$ cat src/rtl/cfs_pkg.sv
// rtl/cfs_pkg.sv - shared types and helpers for the edge pulse generator
package cfs_pkg;

  typedef enum logic [1:0] {
    IDLE,
    ACTIVE,
    GAP
  } cfs_edge_gen_state_t;

  // Phase counter must hold values up to max(high, low) - 1; one extra bit of headroom keeps it uniform.
  function automatic int phase_w(input int high_cycles, input int low_cycles);
    int m;
    m = (high_cycles > low_cycles) ? high_cycles : low_cycles;
    return (m + 1 <= 2) ? 1 : $clog2(m + 1);
  endfunction

endpackage

$ cat src/rtl/cfs_edge_gen_if.sv
// rtl/cfs_edge_gen_if.sv - request/status bundle for the edge pulse generator
interface cfs_edge_gen_if #(
  parameter int PEND_W = 4
);

  logic              req;
  logic              clr_ovf;
  logic              out;
  logic              busy;
  logic [PEND_W-1:0] pending;
  logic              ovf;

  modport master (
    output req,
    output clr_ovf,
    input  out,
    input  busy,
    input  pending,
    input  ovf
  );

  modport slave (
    input  req,
    input  clr_ovf,
    output out,
    output busy,
    output pending,
    output ovf
  );

endinterface

$ cat src/rtl/cfs_sat_counter.sv
// rtl/cfs_sat_counter.sv - up/down counter that saturates at all-ones and reports dropped increments
module cfs_sat_counter #(
  parameter int W = 4
) (
  input  logic         clk,
  input  logic         reset_n,
  input  logic         inc,
  input  logic         dec,
  output logic [W-1:0] count,
  output logic         sat_drop
);

  localparam logic [W-1:0] MAX = '1;

  // A simultaneous inc/dec is a net no-op, so it never drops even when full.
  assign sat_drop = inc && !dec && (count == MAX);

  always_ff @(posedge clk or negedge reset_n) begin
    if (!reset_n) begin
      count <= '0;
    end else if (inc && !dec && (count != MAX)) begin
      count <= count + W'(1);
    end else if (dec && !inc && (count != '0)) begin
      count <= count - W'(1);
    end
  end

endmodule

$ cat src/rtl/cfs_edge_gen.sv
// rtl/cfs_edge_gen.sv - turns single-cycle requests into fixed-width pulses with a guaranteed idle gap
module cfs_edge_gen
  import cfs_pkg::*;
#(
  parameter bit EDGE        = 1'b1,
  parameter int HIGH_CYCLES = 2,
  parameter int LOW_CYCLES  = 1,
  parameter int PEND_W      = 4
) (
  input  logic           clk,
  input  logic           reset_n,
  cfs_edge_gen_if.slave  bus
);

  localparam int PH_W = phase_w(HIGH_CYCLES, LOW_CYCLES);
  localparam logic [PH_W-1:0] HIGH_LOAD = PH_W'(HIGH_CYCLES - 1);
  localparam logic [PH_W-1:0] LOW_LOAD  = PH_W'(LOW_CYCLES - 1);

  generate
    if (HIGH_CYCLES < 1 || LOW_CYCLES < 1) begin : g_bad_params
      $error("cfs_edge_gen: HIGH_CYCLES and LOW_CYCLES must both be >= 1");
    end
  endgenerate

  cfs_edge_gen_state_t state;
  logic [PH_W-1:0]     phase;
  logic                out_q;
  logic                busy_q;
  logic                ovf_q;

  logic last_gap;
  logic have_pend;
  logic direct;
  logic pend_inc;
  logic pend_dec;
  logic drop;

  assign last_gap  = (state == GAP) && (phase == '0);
  assign have_pend = (bus.pending != '0);
  // A request is used on the spot only when no older event is waiting to start.
  assign direct    = bus.req && ((state == IDLE) || (last_gap && !have_pend));
  assign pend_dec  = last_gap && have_pend;
  assign pend_inc  = bus.req && !direct;

  cfs_sat_counter #(
    .W(PEND_W)
  ) u_pending (
    .clk      (clk),
    .reset_n  (reset_n),
    .inc      (pend_inc),
    .dec      (pend_dec),
    .count    (bus.pending),
    .sat_drop (drop)
  );

  always_ff @(posedge clk or negedge reset_n) begin
    if (!reset_n) begin
      state  <= IDLE;
      phase  <= '0;
      out_q  <= !EDGE;
      busy_q <= 1'b0;
      ovf_q  <= 1'b0;
    end else begin
      if (drop) begin
        ovf_q <= 1'b1;
      end else if (bus.clr_ovf) begin
        ovf_q <= 1'b0;
      end

      case (state)
        IDLE: begin
          if (bus.req) begin
            state  <= ACTIVE;
            phase  <= HIGH_LOAD;
            out_q  <= EDGE;
            busy_q <= 1'b1;
          end
        end
        ACTIVE: begin
          if (phase == '0) begin
            state <= GAP;
            phase <= LOW_LOAD;
            out_q <= !EDGE;
          end else begin
            phase <= phase - PH_W'(1);
          end
        end
        GAP: begin
          if (phase != '0) begin
            phase <= phase - PH_W'(1);
          end else if (have_pend || bus.req) begin
            state <= ACTIVE;
            phase <= HIGH_LOAD;
            out_q <= EDGE;
          end else begin
            state  <= IDLE;
            busy_q <= 1'b0;
          end
        end
        default: begin
          state  <= IDLE;
          phase  <= '0;
          out_q  <= !EDGE;
          busy_q <= 1'b0;
        end
      endcase
    end
  end

  assign bus.out  = out_q;
  assign bus.busy = busy_q;
  assign bus.ovf  = ovf_q;

endmodule

$ cat src/flat_wrapper.sv
// flat-port wrapper written by rule: the top's interface ports become plain ports
module cfs_edge_gen_flat import cfs_pkg::*;
#(
  parameter bit EDGE        = 1'b1,
  parameter int HIGH_CYCLES = 2,
  parameter int LOW_CYCLES  = 1,
  parameter int PEND_W      = 4
)
  (clk, reset_n, bus_req, bus_clr_ovf, bus_out, bus_busy, bus_pending, bus_ovf);
  cfs_edge_gen_if #(.PEND_W(PEND_W)) bus_i ();
  input  logic clk;
  input  logic reset_n;
  input wire logic [$bits(bus_i.req)-1:0] bus_req;
  input wire logic [$bits(bus_i.clr_ovf)-1:0] bus_clr_ovf;
  output wire logic [$bits(bus_i.out)-1:0] bus_out;
  output wire logic [$bits(bus_i.busy)-1:0] bus_busy;
  output wire logic [$bits(bus_i.pending)-1:0] bus_pending;
  output wire logic [$bits(bus_i.ovf)-1:0] bus_ovf;
  assign bus_i.req = bus_req;
  assign bus_i.clr_ovf = bus_clr_ovf;
  assign bus_out = bus_i.out;
  assign bus_busy = bus_i.busy;
  assign bus_pending = bus_i.pending;
  assign bus_ovf = bus_i.ovf;
  cfs_edge_gen #(.EDGE(EDGE), .HIGH_CYCLES(HIGH_CYCLES), .LOW_CYCLES(LOW_CYCLES), .PEND_W(PEND_W)) u_core (.clk(clk), .reset_n(reset_n), .bus(bus_i));
endmodule
$ cat config.mk
export PLATFORM = sky130hd
export DESIGN_NAME = cfs_edge_gen_flat
export DESIGN_NICKNAME = d
export VERILOG_FILES = /design/src/rtl/cfs_pkg.sv /design/src/rtl/cfs_edge_gen_if.sv /design/src/rtl/cfs_sat_counter.sv /design/src/rtl/cfs_edge_gen.sv /design/src/flat_wrapper.sv
export SDC_FILE = /design/constraint.sdc
export NUM_CORES = 1
export LEC_CHECK = 0
export BUFFER_PORTS_ARGS = -buffer_cell sky130_fd_sc_hd__buf_2
export CORE_MARGIN = 1.5
export CORE_UTILIZATION = 35
export CTS_BUF_LIST = sky130_fd_sc_hd__clkbuf_8
export DETAILED_ROUTE_END_ITERATION = 6
export HOLD_SLACK_MARGIN = 0.03
export PLACE_DENSITY = 0.61
export SLEW_MARGIN = 15
export SYNTH_ARGS = -nofsm -noshare
export SYNTH_HDL_FRONTEND = slang
export SYNTH_SLANG_ARGS = --single-unit
$ cat constraint.sdc
create_clock -name clk -period 2.1 [get_ports clk]
set_clock_uncertainty 0.05 [all_clocks]
set_input_delay 0.21 -clock clk [delete_from_list [all_inputs] [get_ports clk]]
set_output_delay 0.21 -clock clk [all_outputs]
set_load 0.02 [all_outputs]
Yosys cells after proc, flatten, opt, wreduce, memory -nomap -nowiden
Cells that the tools add are included.
{"block": "classes", "n_addsub": 3, "eq_ne": 10, "n_mux": 21, "bitwise_logic": 1, "reduce_logical": 26}
{"operator": "$mux W2", "n": 6}
{"operator": "$pmux W2 S3", "n": 2}
{"operator": "$logic_and A1 B1 Y1", "n": 10}
{"operator": "$mux W1", "n": 9}
{"operator": "$mux W4", "n": 2}
{"operator": "$ne A2 B2 Y1 const B", "n": 4}
{"operator": "$reduce_and A4 Y1", "n": 2}
{"operator": "$pmux W1 S3", "n": 2}
{"operator": "$reduce_bool A2 Y1", "n": 3}
{"operator": "$add A4 B1 Y4 const B", "n": 1}
{"operator": "$eq A4 B4 Y1 const B", "n": 1}
{"operator": "$logic_not A1 Y1", "n": 4}
{"operator": "$logic_not A2 Y1", "n": 2}
{"operator": "$ne A4 B4 Y1 const B", "n": 1}
{"operator": "$reduce_bool A4 Y1", "n": 1}
{"operator": "$sub A4 B1 Y4 const B", "n": 1}
{"operator": "$ne A3 B3 Y1 const B", "n": 1}
{"operator": "$reduce_and A3 Y1", "n": 1}
{"operator": "$eq A2 B1 Y1 const B", "n": 1}
{"operator": "$eq A2 B2 Y1 const B", "n": 1}
{"operator": "$logic_or A1 B1 Y1", "n": 2}
{"operator": "$ne A2 B1 Y1 const B", "n": 1}
{"operator": "$reduce_and A2 Y1", "n": 1}
{"operator": "$sub A2 B1 Y2 const B", "n": 1}
{"operator": "$not A1 Y1", "n": 1}
{"block": "word_totals", "register_bits": 11, "in_bits": 4}

Longest topological paths before layout
{"block": "depth", "depth_word": 12, "mapped_depth": 8}

Cells and area by module
Synthesis repeated with hierarchy kept, for this count alone.
{"block": "unflattened", "cells_unflattened": 67, "area_unflattened_um2": 673.1}
{"mod": "cfs_edge_gen", "n_inst": 1, "cells_each": 46, "area_each_um2": 409.1, "seq_area_each_um2": 175.2}
{"mod": "cfs_sat_counter", "n_inst": 1, "cells_each": 21, "area_each_um2": 264.0, "seq_area_each_um2": 100.1}

Worst setup path after synthesis
No wires, ideal clock.
{"block": "synth_timing", "path_kind": "register to register", "from": "register u_core.phase[0]", "to": "register u_core.u_pending.count[3]", "setup_ns": 0.080, "arrival_time_ns": 2.051, "t_required_ns": 1.970, "setup_slack_ns": -0.081, "stages_incl_launch_ff": 9, "path_buffers": 1, "period_less_slack_ns": 2.181, "cell_sequence": "dfrtp_1 clkbuf_1 o21a_1 o211ai_1 ha_1 a21o_2 a21oi_1 mux2i_1 xor2_1"}
{"block": "synth_between", "elab_chain_len": 11, "word_cells_on_any_way": 16}
{"item": "start, declared", "line": "cfs_edge_gen.sv:26", "rtl": "logic [PH_W-1:0] phase;"}
{"item": "start signal, assigned", "line": "cfs_edge_gen.sv:85", "rtl": "phase <= phase - PH_W'(1);"}
{"item": "start signal, assigned", "line": "cfs_edge_gen.sv:90", "rtl": "phase <= phase - PH_W'(1);"}
{"item": "$logic_not A2 Y1 *", "line": "cfs_edge_gen.sv:38", "rtl": "assign last_gap = (state == GAP) && (phase == '0);"}
{"item": "$logic_and A1 B1 Y1 *", "line": "cfs_edge_gen.sv:38"}
{"item": "$logic_and A1 B1 Y1", "line": "cfs_edge_gen.sv:41", "rtl": "assign direct = bus.req && ((state == IDLE) || (last_gap && !have_pend));"}
{"item": "$logic_or A1 B1 Y1", "line": "cfs_edge_gen.sv:41"}
{"item": "$logic_and A1 B1 Y1", "line": "cfs_edge_gen.sv:41"}
{"item": "$logic_not A1 Y1", "line": "cfs_edge_gen.sv:43", "rtl": "assign pend_inc = bus.req && !direct;"}
{"item": "$logic_and A1 B1 Y1", "line": "cfs_edge_gen.sv:43"}
{"item": "$logic_not A1 Y1", "line": "cfs_sat_counter.sv:23", "rtl": "end else if (dec && !inc && (count != '0)) begin"}
{"item": "$logic_and A1 B1 Y1 (2 in a row)", "line": "cfs_sat_counter.sv:23"}
{"item": "$reduce_bool A2 Y1 (no source line)"}
{"item": "end signal, assigned", "line": "cfs_sat_counter.sv:22", "rtl": "count <= count + W'(1);"}
{"item": "end signal, assigned", "line": "cfs_sat_counter.sv:24", "rtl": "count <= count - W'(1);"}
{"item": "end, declared", "line": "cfs_sat_counter.sv:9", "rtl": "output logic [W-1:0] count,"}
Mark *: on every way between the ends. The rest lies on a longest branch, timed or not.
A chain may end at the register's enable or synchronous reset.

Worst setup path after layout
{"block": "layout_timing", "from": "register u_core.phase[1]", "to": "register u_core.u_pending.count[3]"}
The elaborated chain is that of the path after synthesis.

==> results.md <==
* Status: complete, no violations
* Via density at 5.01
* Required time of the critical path at 2210 ps
* ANT nets after route at 0
* Sequential-to-total area share from yosys stat at 43.7%
* Tmin final at 1930 ps
* Post-synth EDFFs at 0
* IO Pins at 11
* DIE AREA at 2060 um2
* Top cells by count, synth: 11 x dfrtp_1, 6 x nor2_1, 5 x a21oi_1, 5 x o21ai_0, 4 x inv_1
* Hold WC Path Type: in2reg
* Worst Setup End Kind: flip-flop
* Starting density of the core at 36.8%
* Synth-to-layout area growth at 25.4%
* WL final at 1160 um
* Syn Nets at 70
* Crit Path Class: reg2reg
* Final setup vio count at 0
* Final TNS setup at 0 ps
* Post-synthesis compound-gate area fraction at 21.1%
* CTS tree: yes
* Pin count of the biggest net entering global routing at 14
* Count leader, synth: dfrtp_1
* Tot Pwr at 1270 uW
* R2R Setup Slk at 170 ps
* Grt ovf at 0
* Routed length per placed instance at 11.2 um
* Largest family of logic cells by synthesized area: compound AO/OA/AOI/OAI gates
* Fin crit share at 91.7%
* Vias at 521
* CORE AREA at 1710 um2
* Iteration-0 DRC Markers at 7
* # clock sinks at 11
* Post-synthesis adder-cell area fraction at 7.16%
* Mapped Area at 629 um2
* Total setup buffers inserted after CTS at 0
* Synth Flop Type: dfrtp_1
* Critical path launch point type: flip-flop
* Slew HR at 79.5%
* Layout cell share with drive strength beyond 1 at 31.6%
* Synth area leaders: dfrtp_1 44%, xor2_1 4.2%, a21oi_1 4.0%, ha_1 4.0%, o21ai_0 4.0%
* CTS root buf: clkbuf_8
* GRT Total Usage at 13.5%
* Ant diodes at 0
* RSZ-0062 raised after global routing: false
* First-pass GRT wire length at 1970 um
* DRT Pass-1 Iters at 4
* WP data arrival at 2030 ps
* Worst-Margin Slew at 303 ps
* Resized Gates After CTS at 0
* Site Rows at 15
* Final instance area at 790 um2
* Dpl cell area at 734 um2
* CTS buffer count at 3
* GPL Wtd Cong at 0.766
* Fmax at 519 MHz
* Yosys cell types at 29
* Post-DP HPWL at 899 um
* Max capacitance violation total at 0
* Mux contribution to synthesized area at 5.17%
* Post-layout nets at 87
* Clock Latency Late Sink at 230 ps
* Clock slew seen by the registers of the worst setup and hold paths at 50 ps
* Vias in the first global route at 485
* Yosys top cell area share at 43.7%
* Final Hold Vio Count at 0
* Die Ht at 45.4 um
* Peak supply drop at 0.764 mV
* Critical path fanouts, max at 4
* Number of remaining DRC errors at 0
* Static Leak at 0.000360 uW
* Die W at 45.4 um
* PwrDens at 1610 nW/um2
* CTS H-tree lvls at 1
* Register bit total from synthesis at 11
* Post-synthesis simple-gate area fraction at 13.5%
* Fin Hold WS at 115 ps
* Clock tree buffer depth at 2
* Synth Area per Inst at 9.99 um2
* Post-Synth XOR/XNOR Area at 4.17%
* Syn. warnings at 0
* Cells after Synth at 63
* Initial antenna violation count at 0
* Max-slew violations at 0
* Port bufs at 10
* Share of synthesized registers carrying an async set or reset at 100%
* Synth area leader: dfrtp_1
## kinds of logic (layout without fill, tap and decap cells)
family	Yosys count	in the layout
flops	11	11
mux	3	3
buf+inv	8	24
simple gates	15	15
compound gates	20	20
xor+xnor	3	3
fa+ha+maj	3	3
## cell usage in the layout (no fill, tap or decap), types with 2 or more instances in the layout
cell type,synthesis,routed
xor2_1,3,3
a21o_2,2,2
o21ai_0,5,5
nand3_1,2,2
mux2_1,2,2
buf_4,0,5
inv_1,4,5
nor2_1,6,6
ha_1,2,2
buf_2,2,10
clkbuf_8,0,3
a21oi_1,5,4
dfrtp_1,11,11
## registers in the layout, summed over array words and instances (netlist names)
signal,cells
u_core.bus.ovf,1
u_core.phase,2
u_core.bus.busy,1
u_core.u_pending.count,4
u_core.bus.out,1
u_core.state,2
## report_power, final
part | internal, uW | switching, uW
logic | 303 | 374
registers | 307 | 89.5
clock network | 128 | 71.5
## final timing paths
kind / from / end / cells past startpoint
max: u_core.phase[1]$_DFFE_PN0P_ / u_core.u_pending.count[3]$_DFFE_PN0P_ / 7
min: bus_clr_ovf / u_core.bus.ovf$_DFFE_PN0P_ / 2
max reg2reg: u_core.phase[1]$_DFFE_PN0P_ / u_core.u_pending.count[3]$_DFFE_PN0P_ / 7
min reg2reg: u_core.bus.ovf$_DFFE_PN0P_ / u_core.bus.ovf$_DFFE_PN0P_ / 2
max in group asynchronous: reset_n / u_core.bus.busy$_DFFE_PN0P_ / 2
min in group asynchronous: reset_n / u_core.phase[0]$_DFFE_PN0P_ / 2
## stage by stage
stage	std cells	worst slack (ps)	util, %
after global routing	104	11.0	46.2
after detailed placement	99	167	43.0
after CTS	104	142	46.2
after global placement	99	193	43.0
final	104	175	46.2
after floorplan	63	-14.3	-
## metal layers
| layer | share of wire (%) | vias to the layer above | GRT usage, % | routed length [um] |
|---|---|---|---|---|
| li1 | - | 258 | - | - |
| met1 | 46 | 251 | 17.0 | 537 |
| met2 | 50 | 10 | 22.0 | 579 |
| met3 | 3.4 | 2 | 2.38 | 40 |
| met4 | 0.34 | 0 | 7.06 | 4 |
| met5 | 0 | - | 0 | 0 |
## layout make-up
class	count	area [um2]
Timing Repair Buffer	16	97.6
Multi-Input combinational cell	44	325
Inverter	4	15.0
Clock buffer	3	41.3
Tap cell	25	31.3
Fill cell	166	918
Clock inverter	1	3.75
Sequential cell	11	275
## critical path: stages (launching register included)
cell and delay [ps]:
dfrtp_1 370, o21a_1 200, o211ai_1 240, buf_4 180, ha_1 260, a21oi_2 160, mux2i_1 230, xor2_1 160
## timing repair
| item | in CTS | in global routing |
|---|---|---|
| endpoints found under the hold margin | 11 | 0 |
| endpoints found under the setup margin | 0 | 0 |
| hold buffers | 1 | 0 |
(Power assumes the default switching activity.)
